`src/rtl/cnn_accel_pkg.sv`:
```
// Shared definitions for the CNN accelerator tile movers (input loader and
// output write-back): write-back FSM states and the element legality test.
package cnn_accel_pkg;

  typedef enum logic [1:0] {
    WB_IDLE,
    WB_RUN,
    WB_LAST,
    WB_DONE
  } wb_state_t;

  // An element is legal when its absolute coordinates lie inside the feature map.
  function automatic logic elem_legal(
    input logic [63:0] n,
    input logic [63:0] row,
    input logic [63:0] col,
    input logic [63:0] n_lim,
    input logic [63:0] row_lim,
    input logic [63:0] col_lim
  );
    return (n < n_lim) && (row < row_lim) && (col < col_lim);
  endfunction

endpackage

```
`src/rtl/tile_addr_gen.sv`:
```
// Walks a Tn x Tr x Tc tile (tc fastest, then tr, then tn) from a latched
// origin and produces the row-major address, legality and last-element flags.
module tile_addr_gen
  import cnn_accel_pkg::*;
#(
  parameter int CW = 32,
  parameter int AW = 32,
  parameter int N  = 32,
  parameter int R  = 64,
  parameter int C  = 32,
  parameter int Tn = 8,
  parameter int Tr = 16,
  parameter int Tc = 8
) (
  input  logic          clk,
  input  logic          rst,
  input  logic          load,
  input  logic          adv,
  input  logic [CW-1:0] base_n,
  input  logic [CW-1:0] base_row,
  input  logic [CW-1:0] base_col,
  output logic [AW-1:0] addr,
  output logic          legal,
  output logic          last
);

  logic [CW-1:0] base_n_q, base_row_q, base_col_q;
  logic [CW-1:0] tn, tr, tc;
  logic [CW-1:0] abs_n, abs_row, abs_col, lin_addr;
  logic          tc_wrap, tr_wrap, tn_wrap;

  assign tc_wrap = (tc == CW'(Tc - 1));
  assign tr_wrap = (tr == CW'(Tr - 1));
  assign tn_wrap = (tn == CW'(Tn - 1));

  // A load restarts the walk at the new origin; counters only move on adv.
  always_ff @(posedge clk or posedge rst) begin
    if (rst) begin
      base_n_q   <= '0;
      base_row_q <= '0;
      base_col_q <= '0;
      tn         <= '0;
      tr         <= '0;
      tc         <= '0;
    end else if (load) begin
      base_n_q   <= base_n;
      base_row_q <= base_row;
      base_col_q <= base_col;
      tn         <= '0;
      tr         <= '0;
      tc         <= '0;
    end else if (adv) begin
      tc <= tc_wrap ? '0 : tc + CW'(1);
      if (tc_wrap) begin
        tr <= tr_wrap ? '0 : tr + CW'(1);
        if (tr_wrap) begin
          tn <= tn_wrap ? '0 : tn + CW'(1);
        end
      end
    end
  end

  assign abs_n    = base_n_q + tn;
  assign abs_row  = base_row_q + tr;
  assign abs_col  = base_col_q + tc;
  assign lin_addr = abs_n * CW'(R * C) + abs_row * CW'(C) + abs_col;
  assign addr     = AW'(lin_addr);

  assign legal = elem_legal(64'(abs_n), 64'(abs_row), 64'(abs_col),
                            64'(N), 64'(R), 64'(C));
  assign last  = tc_wrap && tr_wrap && tn_wrap;

endmodule

```
`src/rtl/out_fm_fifo_to_ram.sv`:
```
// Drains one output tile from the conv core FIFO into the row-major output RAM,
// popping every element but writing only those that fall inside the map.
module out_fm_fifo_to_ram
  import cnn_accel_pkg::*;
#(
  parameter int CW = 32,
  parameter int AW = 32,
  parameter int DW = 32,
  parameter int N  = 32,
  parameter int R  = 64,
  parameter int C  = 32,
  parameter int Tn = 8,
  parameter int Tr = 16,
  parameter int Tc = 8
) (
  input  logic          clk,
  input  logic          rst,
  input  logic          start,
  output logic          done,
  output logic          fifo_pop,
  input  logic          fifo_empty,
  input  logic [DW-1:0] data_from_fifo,
  output logic          ram_wena,
  output logic [AW-1:0] ram_addr,
  output logic [DW-1:0] data_to_ram,
  input  logic [CW-1:0] tile_base_n,
  input  logic [CW-1:0] tile_base_row,
  input  logic [CW-1:0] tile_base_col
);

  wb_state_t     state;
  logic          load, pop, gen_legal, gen_last, pipe_valid;
  logic [AW-1:0] gen_addr;

  assign load     = (state == WB_IDLE) && start;
  assign pop      = (state == WB_RUN) && !fifo_empty;
  assign fifo_pop = pop;

  tile_addr_gen #(
    .CW(CW), .AW(AW), .N(N), .R(R), .C(C), .Tn(Tn), .Tr(Tr), .Tc(Tc)
  ) u_addr_gen (
    .clk      (clk),
    .rst      (rst),
    .load     (load),
    .adv      (pop),
    .base_n   (tile_base_n),
    .base_row (tile_base_row),
    .base_col (tile_base_col),
    .addr     (gen_addr),
    .legal    (gen_legal),
    .last     (gen_last)
  );

  always_ff @(posedge clk or posedge rst) begin
    if (rst) begin
      state <= WB_IDLE;
      done  <= 1'b0;
    end else begin
      done <= 1'b0;
      case (state)
        WB_IDLE: if (start) state <= WB_RUN;
        WB_RUN:  if (pop && gen_last) state <= WB_LAST;
        WB_LAST: begin
          state <= WB_DONE;
          done  <= 1'b1;
        end
        default: state <= WB_IDLE;
      endcase
    end
  end

  // The popped word arrives one cycle later, so address and legality ride one stage.
  always_ff @(posedge clk or posedge rst) begin
    if (rst) begin
      pipe_valid <= 1'b0;
      ram_wena   <= 1'b0;
      ram_addr   <= '0;
    end else begin
      pipe_valid <= pop;
      ram_wena   <= pop && gen_legal;
      if (pop) ram_addr <= gen_addr;
    end
  end

  assign data_to_ram = pipe_valid ? data_from_fifo : '0;

endmodule
```
`config.mk`:
```
export PLATFORM = sky130hd
export DESIGN_NAME = out_fm_fifo_to_ram
export DESIGN_NICKNAME = d
export VERILOG_FILES = /design/src/rtl/cnn_accel_pkg.sv /design/src/rtl/tile_addr_gen.sv /design/src/rtl/out_fm_fifo_to_ram.sv
export SDC_FILE = /design/constraint.sdc
export NUM_CORES = 1
export LEC_CHECK = 0
export CAP_MARGIN = 25
export CORE_MARGIN = 2
export CORE_UTILIZATION = 50
export DETAILED_ROUTE_END_ITERATION = 12
export DONT_BUFFER_PORTS = 1
export SYNTH_ARGS = -nofsm -noshare
export SYNTH_HDL_FRONTEND = slang
export SYNTH_HIERARCHICAL = 1
export SYNTH_SLANG_ARGS = --single-unit
```
`constraint.sdc`:
```
create_clock -name clk -period 6.9 [get_ports clk]
set_clock_uncertainty 0.1 [all_clocks]
set_input_delay 0 -clock clk [delete_from_list [all_inputs] [get_ports clk]]
set_output_delay 0 -clock clk [all_outputs]
set_load 0.005 [all_outputs]
```
==> results of run 1 <==
## flip-flops by register name (all words and copies together), names as in the netlist
register and flops:
u_addr_gen/base_col_q 32, ram_addr 32, done 1, ram_wena 1, pipe_valid 1, u_addr_gen/base_row_q 32
u_addr_gen/tc 32, u_addr_gen/base_n_q 32, u_addr_gen/tn 32, state 2, u_addr_gen/tr 32
## power groups by stage
stage                     sequential [uW]  clock [uW]  combinational (uW)
after floorplan                      1440           0                 161
after global placement               1460           0                 212
after detailed placement             1460           0                 215
after CTS                            1440        1590                 264
after global routing                 1450        1640                 296
final                                1440        1550                 265
## path summary, 6_finish.rpt
check / startpoint / endpoint / slack [ns]
worst min-delay path: data_from_fifo[17] / data_to_ram[17] / 0.02
worst min register to register: ram_addr[13] / ram_addr[13] / 0.40
worst max register to register: u_addr_gen/tc[0] / ram_addr[30] / 1.05
min in group asynchronous: rst / ram_addr[15] / 0.05
worst max-delay path: u_addr_gen/tc[0] / ram_addr[30] / 1.05
max in group asynchronous: rst / u_addr_gen/tn[26] / 5.90
## cell usage after synthesis (42+ instances only)
master      n  area, um2
clkbuf_1   43        161
mux2_2     98       1100
o21ai_0    90        450
inv_1      64        240
dfrtp_1   229       5730
nand3_1    61        305
xnor2_1    79        692
a21oi_1   120        601
nor2_1    168        631
xor2_1     84        736
ha_1      130       1630
nand2_1   188        706
a21o_1     42        315
## final cells by class
class,instances,area (um2)
clock buffers,35,746
clock inverters,14,226
repair buffers,108,1080
inverters,65,259
fillers,2957,14200
multi-input cells,1540,10800
flip-flops and latches,229,5730
well taps,448,561
diodes,1,2.50
## timing repair
item / in CTS / in global routing
hold endpoints to repair: 247 / 0
resized for setup: 0 / 0
hold buffers: 101 / 0
## through the flow
| step | std cells | power (uW) |
|---|---|---|
| floorplan | 1890 | 1600 |
| global placement | 2289 | 1670 |
| detailed placement | 2289 | 1680 |
| CTS | 2439 | 3290 |
| global route | 2439 | 3380 |
| finish | 2440 | 3260 |
## worst reg2reg max path, delay by kind of cell, from the launching register on
family	cells	cell delay, ns
AO/OA/AOI/OAI	12	2.74
flip-flops	1	0.42
adder cells (fa/ha/maj)	4	1.50
XOR/XNOR	1	0.13
AND/OR/NAND/NOR	5	0.90
## cells by family (layout without fill, tap and decap cells)
logic type      after synthesis  in the layout  share of synthesized area
buf+inv                     121            222                     0.0302
xor+xnor                    163            163                     0.0835
simple gates                713            713                      0.208
fa+ha+maj                   154            154                      0.123
flops                       229            229                      0.335
mux                         104            104                     0.0681
other cells                   0              1                          0
compound gates              406            406                      0.152
## routing by layer
layer  up-vias  global-route usage  routed length [um]
met2       530               0.441               22200
met1      6970               0.379               22400
li1       6981                   -                   -
met3        63              0.0439                3060
met4         0              0.0625                1180
met5         -                   0                   0
==> impl_metrics.csv, run 1 <==
group,metric,value,unit
yosys,ys_seq_area_frac,0.335,
timing,achievable-frequency,0.171,GHz
pwr,swShare,0.239,
detailed_routing,drt_wl_total,48800,um
timing,min_period,5.85,ns
yosys,synth_cell_type_count,78,
timing,finalHoldViolCount,0,
cells_and_area,areaGrowthSynthToFinish,13.8,%
detailed_routing,vias_per_cell,5.96,
clock_tree,clk_pin_slew,0.06,ns
timing,max_slew_margin,0.315,
yosys,yosys_warnings,6,
pwr,switchingPower,780,uW
cells_and_area,final_cell_area,19400,um2
global_routing,grt_max_degree,73,
cells_and_area,nets,2257,
timing,tightest_slew,1.03,ns
clock_tree,cts_buffer_depth,3,
clock_tree,root_buffer,"clkbuf_16",
detailed_routing,wl_per_cell,20.0,um
placed_design,dpl_cell_area,17400,um2
timing,fin_ws,1.05,ns
cells_and_area,layout_commonest_cell,"dfrtp_1",
yosys,synth_seq_cells,229,
pwr,pwr-share-clk,0.477,
pwr,p_leak,0.00956,uW
worst_setup_path,crit_arrival,6.24,ns
pwr,p_comb_frac,0.081,
timing,tns,0,ns
detailed_routing,first_iter_violations,1151,
placed_design,numPortBuffers,0,
clock_tree,cts_tree,"yes",
worst_setup_path,cp.depth,22,
die,fp.dieH,189,um
global_routing,first_global_vias,13800,
worst_setup_path,worstRegToRegCells,22,
pwr,p_int,2480,uW
flow_run,maxCapViolCount,0,
detailed_routing,drc,0,
min_path,min_delay_path_depth,1,
worst_setup_path,crit_slowest_cell,"fa_1",
pwr,pwr-share-seq,0.442,
timing,rsz0062_at_grt,"no",
clock_tree,cts_inserted_buffers,27,
cells_and_area,utilization,0.579,
placed_design,hpwl,37400,um
worst_setup_path,required,7.29,ns
worst_setup_path,critPathTopFamily,"compound AO/OA/AOI/OAI gates",
die,rows,67,
timing,fin_hold_ws,0.0180,ns
worst_setup_path,worst-path-buf-inv,0,
global_routing,antenna_found_initial,3,
die,die-area,35700,um2
yosys,async_flop_share,1.00,
detailed_routing,drt_pass1_iterations,6,
pwr,powerDensity,168,nW/um2
timing,finalCritPeriodShare,0.848,
die,ioPinCount,199,
worst_setup_path,crit_path_end_kind,"flop",
detailed_routing,via_count,14500,
yosys,avgSynthCellArea,9.04,um2
cells_and_area,layout-drive-gt1-share,0.0944,
yosys,synth_fp_nets,2176,
die,start_util,0.508,
worst_setup_path,critPathMaxStageDelay,0.45,ns
die,die_w,189,um
placed_design,dp_slack,1.18,ns
clock_tree,cts_setup_buffers,0,
yosys,syn_area,17100,um2
yosys,syn_inst,1890,
timing,slew_viol_final,0,
yosys,synth_edf_count,0,
timing,setup_viol,0,
worst_setup_path,critPathKind,"flop to flop",
worst_setup_path,start_kind,"flop",
die,coreArea,33600,um2
clock_tree,clk_latency,0.55,ns
run_status,status,"complete, no violations",
clock_tree,cts_sinks,229,
worst_setup_path,path_cells,"ha_1 > fa_1 > a211oi_1 > o21ai_1 > a31oi_1 > o21bai_1 > a211oi_1 > nor3_1 > fa_1 > ha_1 > and3_1 > o21ai_0 > a21o_1 > a31oi_1 > a21o_1 > or4_1 > a311oi_1 > o21ai_0 > a21oi_1 > xnor2_1 > nand2_1 > nand2_1",
yosys,ys.flop_type,"dfrtp_1",
placed_design,gp_congestion,0.945,
min_path,hold_class,"input port to output pin",
global_routing,grt_use_total,0.271,
worst_setup_path,crit_fanout,6,
global_routing,grt_pass1_wl,76600,um
cells_and_area,final_cell_mix,"dfrtp_1, nand2_1, nor2_1, ha_1, a21oi_1",
global_routing,grt_overflow,0,
clock_tree,h-tree-depth,1,
pwr,ir_worst_vdd,0.194,mV
detailed_routing,ant_nets,0,
(Power assumes the default switching activity.)
==> run 2, diff against run 1 <==
==> constraint.sdc (replaced) <==
create_clock -name clk -period 5.4 [get_ports clk]
set_clock_uncertainty 0.1 [all_clocks]
set_input_delay 0 -clock clk [delete_from_list [all_inputs] [get_ports clk]]
set_output_delay 0 -clock clk [all_outputs]
set_load 0.005 [all_outputs]
==> run 2 against run 1 <==
Net effect: core utilization increased by 2.2 points; worst hold slack about the same; wire length is 2.4% higher; register-to-register slack lost 0.84 ns; sequential share of layout area shrank 1.1 points.
==> impl_metrics.csv, run 2 (synthesis gave the netlist of run 1 again) <==
group,metric,value,unit
die,die-area,35700,um2
clock_tree,cts_sinks,229,
placed_design,gp_congestion,0.936,
worst_setup_path,start_kind,"flop",
clock_tree,h-tree-depth,1,
clock_tree,clk_latency,0.56,ns
global_routing,grt_overflow,0,
timing,slew_viol_final,0,
detailed_routing,wirelength_met1,22400,um
cells_and_area,areaGrowthSynthToFinish,18.2,%
timing,tightest_slew,0.813,ns
cells_and_area,final_cell_mix,"dfrtp_1, nand2_1, nor2_1, dlygate4sd3_1, ha_1",
timing,achievable-frequency,0.193,GHz
pwr,ir_worst_vdd,0.241,mV
cells_and_area,layout_commonest_cell,"dfrtp_1",
clock_tree,cts_inserted_buffers,26,
detailed_routing,ant_nets,0,
clock_tree,root_buffer,"clkbuf_16",
timing,max_slew_margin,0.456,
clock_tree,clk_pin_slew,0.06,ns
timing,setup_viol,0,
die,start_util,0.508,
cells_and_area,layout-drive-gt1-share,0.115,
timing,min_period,5.19,ns
clock_tree,cts_tree,"yes",
timing,finalCritPeriodShare,0.961,
detailed_routing,drt_pass1_iterations,5,
detailed_routing,first_iter_violations,1158,
placed_design,dp_slack,0.00147,ns
detailed_routing,drc,0,
global_routing,first_global_vias,14200,
worst_setup_path,required,5.75,ns
worst_setup_path,crit_arrival,5.54,ns
timing,fin_ws,0.209,ns
die,ioPinCount,199,
die,fp.dieH,189,um
detailed_routing,dr_wl_met3,3060,um
worst_setup_path,critPathLaunch,"u_addr_gen/tr[0]",
placed_design,dpl.cell_count,2309,
run_status,status,"complete, no violations",
die,rows,67,
worst_setup_path,crit_end,"ram_addr[28]",
die,coreArea,33600,um2
placed_design,numPortBuffers,0,
pwr,powerDensity,195,nW/um2
clock_tree,cts_buffer_depth,3,
placed_design,hpwl,37800,um
worst_setup_path,crit-reg2reg-capture,"ram_addr[28]",
detailed_routing,wl_met2,22600,um
detailed_routing,vias_per_cell,5.91,
worst_setup_path,crit_fanout,5,
detailed_routing,dr.max_layer_used,"met4",
die,die_w,189,um
worst_setup_path,crit_path_end_kind,"flop",
global_routing,grt_max_degree,82,
detailed_routing,via_count,14800,
global_routing,grt_use_total,0.278,
global_routing,grt_pass1_wl,78700,um
pwr,p_leak,0.00998,uW
global_routing,antenna_found_initial,4,
worst_setup_path,critPathKind,"flop to flop",
cells_and_area,finalNonFillerCells,2512,
detailed_routing,drt_wl_total,50000,um
worst_setup_path,worstRegToRegCells,19,
worst_setup_path,r2r_start,"u_addr_gen/tr[0]",
cells_and_area,nets,2330,
worst_setup_path,rrSetupSlack,0.21,ns
min_path,hold_class,"input port to output pin",
timing,finalHoldViolCount,0,
flow_run,maxCapViolCount,0,
detailed_routing,wl_per_cell,19.9,um
-- run 2: changes by cell type in the layout (fill, tap and decap cells not counted), moves of 4 or more --
cell / change
bufinv_16: -5
ha_1: -5
clkbuf_1: +5
clkinv_2: -5
o21ai_0: -7
buf_4: +25
a211oi_1: -5
a211oi_2: +4
a31oi_1: -4
dlygate4sd3_1: +48
o21ai_1: +6
-- run 2: final cells by class --
cell class                      count  area, um2
Clock buffer                       41        767
Multi-Input combinational cell   1540      11100
Clock inverter                      4       60.1
Sequential cell                   229       5730
Tap cell                          448        561
Fill cell                        2881      13400
Timing Repair Buffer              182       1760
Inverter                           65        259
Antenna cell                        3       7.51
-- run 2: repair_timing --
action | in CTS | in global routing
pin swaps | 0 | 15
endpoints found under the setup margin | 3 | 8
hold buffers | 148 | 0
endpoints found under the hold margin | 289 | 0
gates resized for setup | 1 | 46
setup buffers | 0 | 6
-- run 2: stage by stage --
stage               total power (uW)  TNS, ns  utilization  cell area [um2]  hold slack (ns)
CTS                             3980        0        0.592            19900         0.000977
detailed placement              2170        0        0.523            17600           -0.232
finish                          3940        0        0.601            20200           0.0179
global placement                2160        0        0.523            17600           -0.233
global route                    4110  -0.0440        0.601            20200          0.00834
floorplan                       2050        0            -            17100           0.0159
-- run 2: routing by layer --
layer	GRT usage	up-vias
met5	0	-
li1	-	7132
met2	0.439	503
met4	0.0989	0
met3	0.0445	95
met1	0.389	7118
-- run 2: power by group --
| part | internal (uW) | switching (uW) | leakage (uW) |
|---|---|---|---|
| Combinational | 165 | 224 | 0.00642 |
| Sequential | 1770 | 60.2 | 0.00316 |
| Clock | 1020 | 711 | 0.000403 |
| Total | 2950 | 995 | 0.00998 |
-- run 2: how the worst min path moves through the flow --
stage / end / slack (ns) / from / depth (start not counted)
final: data_to_ram[14] / 0.02 / data_from_fifo[14] / 1
after global routing: u_addr_gen/base_n_q[8] / 0.008 / tile_base_n[8] / 2
after detailed placement: done / -0.23 / rst / 1
after CTS: u_addr_gen/base_n_q[7] / 0.001 / tile_base_n[7] / 2
after floorplan: data_to_ram[0] / 0.02 / data_from_fifo[0] / 1
after global placement: done / -0.23 / rst / 1
-- run 2: critical path, cell delays in order, from the launching register on --
cell and delay (ns):
dfrtp_1 0.39, ha_1 0.25, fa_2 0.39, a211oi_2 0.28, o21ai_1 0.15, a31oi_1 0.27, xnor2_1 0.26, fa_1 0.49
ha_1 0.38, a21o_1 0.24, a21oi_1 0.22, a31oi_1 0.16, a21o_1 0.24, or4_4 0.45, a311oi_4 0.34, buf_4 0.17
o21ai_1 0.06, xor2_1 0.15, nand2_1 0.06, nand2_1 0.05
